$ cat src/rtl/mem_wb_stage.sv
// -----------------------------------------------------------------------------
// mem_wb_stage
//
// Purpose:
//   MEM/WB stage of a simple in-order pipeline. Loads and stores go to a
//   small word-addressed data memory that takes WAIT_CYCLES stall cycles per
//   access. While an access is in flight the stage raises o_freeze so
//   upstream stages hold their inputs stable. The writeback register sees a
//   bubble instead of the instruction until the access completes.
//   Non-memory instructions pass through the writeback register with
//   one-cycle latency.
//
// Parameters:
//   WAIT_CYCLES  cycles o_freeze stays high per memory access (>= 1)
//   DEPTH        number of 32-bit words in data memory (power of two)
//   BASE_ADDR    byte address that maps to word 0
//
// Ports:
//   i_clk         single clock, rising edge
//   i_rst         synchronous, active-high reset
//   i_wb_en       instruction writes a register
//   i_mem_read    load request
//   i_mem_write   store request (wins if both requests are high)
//   i_alu_result  byte address for loads/stores, or ALU result
//   i_val_Rm      store data
//   i_dest        destination register
//   o_freeze      combinational stall request toward upstream stages
//   o_WB_wb_en    registered register-file write enable
//   o_dest_wb     registered destination register
//   o_result_wb   registered writeback data
// -----------------------------------------------------------------------------
module mem_wb_stage #(
  parameter int WAIT_CYCLES = 3,
  parameter int DEPTH       = 64,
  parameter int BASE_ADDR   = 1024
) (
  input  logic        i_clk,
  input  logic        i_rst,
  input  logic        i_wb_en,
  input  logic        i_mem_read,
  input  logic        i_mem_write,
  input  logic [31:0] i_alu_result,
  input  logic [31:0] i_val_Rm,
  input  logic [3:0]  i_dest,
  output logic        o_freeze,
  output logic        o_WB_wb_en,
  output logic [3:0]  o_dest_wb,
  output logic [31:0] o_result_wb
);

  // Word-index width; DEPTH is assumed to be a power of two so that slicing
  // the offset gives the modulo-DEPTH wrap for free.
  localparam int AW = (DEPTH > 1) ? $clog2(DEPTH) : 1;
  // Wait counter must be able to hold WAIT_CYCLES-1.
  localparam int CW = (WAIT_CYCLES > 1) ? $clog2(WAIT_CYCLES + 1) : 1;

  localparam logic [CW-1:0] CNT_ZERO  = CW'(0);
  localparam logic [CW-1:0] CNT_ONE   = CW'(1);
  localparam logic [CW-1:0] LAST_WAIT = CW'(WAIT_CYCLES - 1);
  localparam logic [31:0]   BASE_W    = 32'(BASE_ADDR);

  typedef enum logic [1:0] {
    S_IDLE = 2'd0,
    S_WAIT = 2'd1,
    S_DONE = 2'd2
  } state_t;

  state_t          r_state;
  state_t          w_state_nxt;
  logic [CW-1:0]   r_cnt;
  logic [CW-1:0]   w_cnt_nxt;

  logic            w_req;
  logic            w_freeze;
  logic            w_mem_we;
  logic            w_is_load;
  logic [31:0]     w_offset;
  logic [AW-1:0]   w_idx;
  logic [31:0]     w_mem_word;
  logic [31:0]     w_wb_data;
  logic            w_unused_off;

  logic [31:0]     r_mem [DEPTH];
  logic            r_wb_en;
  logic [3:0]      r_dest_wb;
  logic [31:0]     r_result_wb;

  // Address decode: byte offset from BASE_ADDR, word-aligned, wrapped to DEPTH.
  assign w_offset     = i_alu_result - BASE_W;
  assign w_idx        = w_offset[AW+1:2];
  // Byte-lane bits and bits above the memory size are intentionally ignored.
  assign w_unused_off = ^{w_offset[31:AW+2], w_offset[1:0]};

  assign w_req      = i_mem_read | i_mem_write;
  // A simultaneous read and write is treated as a store, so no load data.
  assign w_is_load  = i_mem_read & ~i_mem_write;
  assign w_mem_word = r_mem[w_idx];
  assign w_wb_data  = w_is_load ? w_mem_word : i_alu_result;

  // Access sequencer: next state, wait counter, freeze and store strobe.
  always_comb begin
    w_state_nxt = r_state;
    w_cnt_nxt   = r_cnt;
    w_freeze    = 1'b0;
    w_mem_we    = 1'b0;
    case (r_state)
      S_IDLE: begin
        if (w_req) begin
          // Stall starts in the very cycle the request appears.
          w_freeze    = 1'b1;
          w_cnt_nxt   = CNT_ONE;
          w_state_nxt = (WAIT_CYCLES > 1) ? S_WAIT : S_DONE;
        end else begin
          w_freeze    = 1'b0;
          w_state_nxt = S_IDLE;
        end
      end
      S_WAIT: begin
        w_freeze  = 1'b1;
        w_cnt_nxt = r_cnt + CNT_ONE;
        if (r_cnt == LAST_WAIT) begin
          w_state_nxt = S_DONE;
        end else begin
          w_state_nxt = S_WAIT;
        end
      end
      S_DONE: begin
        // Freeze drops here so the WB register captures the completed access;
        // the store commits at the end of this single cycle only.
        w_freeze    = 1'b0;
        w_mem_we    = i_mem_write;
        w_cnt_nxt   = CNT_ZERO;
        w_state_nxt = S_IDLE;
      end
      default: begin
        w_freeze    = 1'b0;
        w_cnt_nxt   = CNT_ZERO;
        w_state_nxt = S_IDLE;
      end
    endcase
  end

  // Sequencer state and wait counter registers.
  always_ff @(posedge i_clk) begin
    if (i_rst) begin
      r_state <= S_IDLE;
      r_cnt   <= CNT_ZERO;
    end else begin
      r_state <= w_state_nxt;
      r_cnt   <= w_cnt_nxt;
    end
  end

  // Data memory write port; contents survive reset, and a reset in the
  // DONE cycle suppresses the pending store.
  always_ff @(posedge i_clk) begin
    if (w_mem_we && !i_rst) begin
      r_mem[w_idx] <= i_val_Rm;
    end
  end

  // Writeback register: capture when not frozen, insert a bubble otherwise.
  always_ff @(posedge i_clk) begin
    if (i_rst) begin
      r_wb_en     <= 1'b0;
      r_dest_wb   <= 4'd0;
      r_result_wb <= 32'd0;
    end else if (w_freeze) begin
      r_wb_en     <= 1'b0;
      r_dest_wb   <= r_dest_wb;
      r_result_wb <= r_result_wb;
    end else begin
      r_wb_en     <= i_wb_en;
      r_dest_wb   <= i_dest;
      r_result_wb <= w_wb_data;
    end
  end

  assign o_freeze    = w_freeze;
  assign o_WB_wb_en  = r_wb_en;
  assign o_dest_wb   = r_dest_wb;
  assign o_result_wb = r_result_wb;

endmodule

$ cat config.mk
export PLATFORM = sky130hd
export DESIGN_NAME = mem_wb_stage
export DESIGN_NICKNAME = d
export VERILOG_FILES = /design/src/rtl/mem_wb_stage.sv
export SDC_FILE = /design/constraint.sdc
export NUM_CORES = 2
export LEC_CHECK = 0
export ABC_AREA = 1
export CORE_MARGIN = 1.5
export CORE_UTILIZATION = 59
export DETAILED_ROUTE_END_ITERATION = 10
export GPL_ROUTABILITY_DRIVEN = 0
export PLACE_DENSITY_LB_ADDON = 0.05
export SETUP_SLACK_MARGIN = 0.05
export SYNTH_ARGS = -nofsm -noshare
export SYNTH_HDL_FRONTEND = slang
export SYNTH_SLANG_ARGS = --single-unit
$ cat constraint.sdc
create_clock -name i_clk -period 4.65 [get_ports i_clk]
set_clock_uncertainty 0.15 [all_clocks]
set_input_delay 0.93 -clock i_clk [delete_from_list [all_inputs] [get_ports i_clk]]
set_output_delay 0.93 -clock i_clk [all_outputs]
set_load 0.02 [all_outputs]
==> flow_summary.toml <==
[logic_synthesis]
yosysTopAreaCell = "edfxtp_1"
netlist_instances = 7686
postSynthAreaPerCell_um2 = 11.3
synthFlopType = "edfxtp_1"
syn_nets = 7760
synth_top_area_share = 0.708
async_reset_ff_frac = 0
netlist_area_um2 = 86800
synthTopCellsByArea = "edfxtp_1 (71%), nand2_1 (8.1%), inv_1 (4.6%), nand3_1 (3.3%), nor2_1 (2.6%)"
synth_seq_cells = 2089
synth-edff-count = 2048
yosysWarnings = 0
synthTopCellsByCount = "edfxtp_1 (2048), nand2_1 (1874), inv_1 (1070), nor2_1 (593), nand3_1 (567)"
yosysSeqAreaShare = 0.718
synth.most_common_cell = "edfxtp_1"
synth.distinct_cells = 21

[clock_network]
numCtsBuffers = 205
htree_levels = 4
post-cts-setup-buffers = 0
cts_buffer_depth = 3
cts.clk_slew.worst_paths_ps = 60
cts_tree = "done"
cts_hold_buf = 0
cts_resized = 0
cts.sinks = 2089
root_buffer = "clkbuf_16"
clock_latency_ps = 830

[worst_setup_path]
cp.buffers_inverters = 3
crit_fanout = 2
path_class = "in -> out"
crit_family = "buffers and inverters"
slowest_delay_ps = 540
slowest_stage = "clkdlybuf4s50_1"
worstPathCellList = "clkdlybuf4s50_1 -> nor2_1 -> nand2_1 -> nand2_1 -> clkinv_1 -> clkdlybuf4s50_1"
required_ps = 3570
startpoint_type = "input pin"
worstPathArrival_ps = 2360
endpoint_kind = "primary output"

[timing]
period_needed_ps = 3440
tns_ps = 0
maxClockFrequency_ghz = 0.291
period_share = 0.740
rsz0062_at_grt = "no"
max_slew_margin = 0.175
drv_slew = 0
final_hold_viol_count = 0
tightest_slew_ps = 1240
finalSetupViolations = 0

[job]
max_cap_viol_count = 0

[outcome]
run_status = "finished, final reports clean"

[global_route]
antenna_found_initial = 12
grt_usage = 0.325
grt_pass1_vias = 53800
grt_pass1_wl_mm = 355
grt_start_max_net_pins = 160
grt.overflow.total = 0

[pwr]
pwr-share-comb = 0.055
pwr-share-seq = 0.535
p_int_uw = 30200
p_clk_frac = 0.410
sw_frac_of_total = 0.219
power_switching_uw = 8480
vdd_ir_drop_max_mv = 0.318
power_density_nw_per_um2 = 394
power_leakage_uw = 0.0391

[detailed_routing]
drt_first_pass_iters = 6
drtIter0Drc = 7366
viasPerCell = 5.70
drt-total-wl_mm = 243
drc = 0
wl_per_cell_um = 24.4
antenna_left = 0
vias = 56900

[placed_design]
portBuffers = 110
dp_hpwl_mm = 140

[final_layout]
area_growth_syn_to_layout_pct = 13.0
final_util = 0.672
num-fill-cells = 10800
drive_above_1_share = 0.117
final_nets = 7962

[die]
dieHeight_um = 387
initial_core_util = 0.595
dieArea_um2 = 149000
boundaryPins = 111
die_w_um = 387
rows = 140
core_area_um2 = 146000

[min_path]
hold_class = "in -> reg"
==> flip-flops by register name, indices dropped and copies added, names as in the netlist <==
name / cells
o_result_wb: 32
r_cnt: 2
r_state: 2
r_mem: 2048
o_dest_wb: 4
o_WB_wb_en: 1
==> placed cells by master, fill, tap and decap left out, types with 5 or more instances in the layout <==
| cell | netlist | final |
|---|---|---|
| edfxtp_1 | 2048 | 2048 |
| nand2_1 | 1874 | 1873 |
| inv_1 | 1070 | 1069 |
| nand3_1 | 567 | 567 |
| nor2_1 | 593 | 519 |
| or2_2 | 298 | 298 |
| o21ai_1 | 255 | 255 |
| o211ai_1 | 240 | 240 |
| clkbuf_16 | 0 | 212 |
| o21ai_0 | 202 | 202 |
| buf_4 | 10 | 201 |
| clkdlybuf4s50_1 | 0 | 77 |
| nor2_4 | 0 | 75 |
| buf_12 | 0 | 66 |
| a21oi_1 | 65 | 65 |
| clkbuf_1 | 114 | 57 |
| clkinv_1 | 0 | 51 |
| or2_0 | 46 | 46 |
| dfxtp_1 | 41 | 41 |
| buf_2 | 244 | 32 |
| clkinv_2 | 0 | 29 |
| bufinv_16 | 0 | 12 |
| clkinvlp_4 | 0 | 6 |
| inv_6 | 0 | 5 |
==> through the flow <==
step / cells / setup slack (ps) / power (µW) / hold slack, ps / cell area, µm²
finish: 9972 / 1210 / 38700 / 184 / 98100
global route: 9971 / 1120 / 39700 / 159 / 98100
CTS: 9971 / 1190 / 38900 / 132 / 98100
detailed placement: 9598 / 527 / 23200 / 324 / 91800
global placement: 9598 / 518 / 23200 / 320 / 91800
floorplan: 7686 / 639 / 22200 / 307 / 86800
==> cells by family (layout without fill, tap and decap cells) <==
family | count (synthesis) | in the layout | synth area share
adder cells (fa/ha/maj) | 1 | 1 | 0.000144
other | 0 | 1 | 0
AO/OA/AOI/OAI | 762 | 762 | 0.0508
flip-flops | 2089 | 2089 | 0.718
buffers and inverters | 1454 | 1822 | 0.0669
AND/OR/NAND/NOR | 3380 | 3380 | 0.164
==> routing by layer <==
metal / share of wire / routed length [µm] / GRT usage / up-vias
li1: - / - / - / 26000
met1: 0.42 / 101000 / 0.473 / 27700
met2: 0.46 / 112000 / 0.511 / 2825
met3: 0.093 / 22600 / 0.0502 / 400
met4: 0.029 / 7050 / 0.0994 / 4
met5: 0.000090 / 22 / 0 / -
==> power groups by stage <==
stage | Combinational (µW) | Sequential, µW | Clock [µW]
6_report | 2130 | 20700 | 15900
5_1_grt | 2290 | 20700 | 16700
4_1_cts | 2110 | 20700 | 16000
3_5_place_dp | 2110 | 21100 | 0
3_3_place_gp | 2080 | 21100 | 0
2_1_floorplan | 1040 | 21100 | 0
==> cell type report <==
class | instances | area (µm²) | area share
diodes | 1 | 2.50 | 0.0000255
clock buffers | 270 | 5530 | 0.0564
clock inverters | 103 | 798 | 0.00814
inverters | 1072 | 4030 | 0.0411
multi-input cells | 4143 | 19300 | 0.196
flip-flops and latches | 2089 | 62300 | 0.635
well taps | 1917 | 2400 | 0.0244
repair buffers | 377 | 3780 | 0.0385
==> path summary, 6_finish.rpt <==
path / start / to / slack, ps / cells after the start
min reg2reg: r_cnt[1] / r_cnt[1] / 330 / 2
max reg2reg: r_state[0] / r_mem[54][13] / 2010 / 6
min: i_val_Rm[26] / r_mem[51][26] / 180 / 1
max: i_mem_read / o_freeze / 1210 / 6
(Power assumes the default switching activity.)
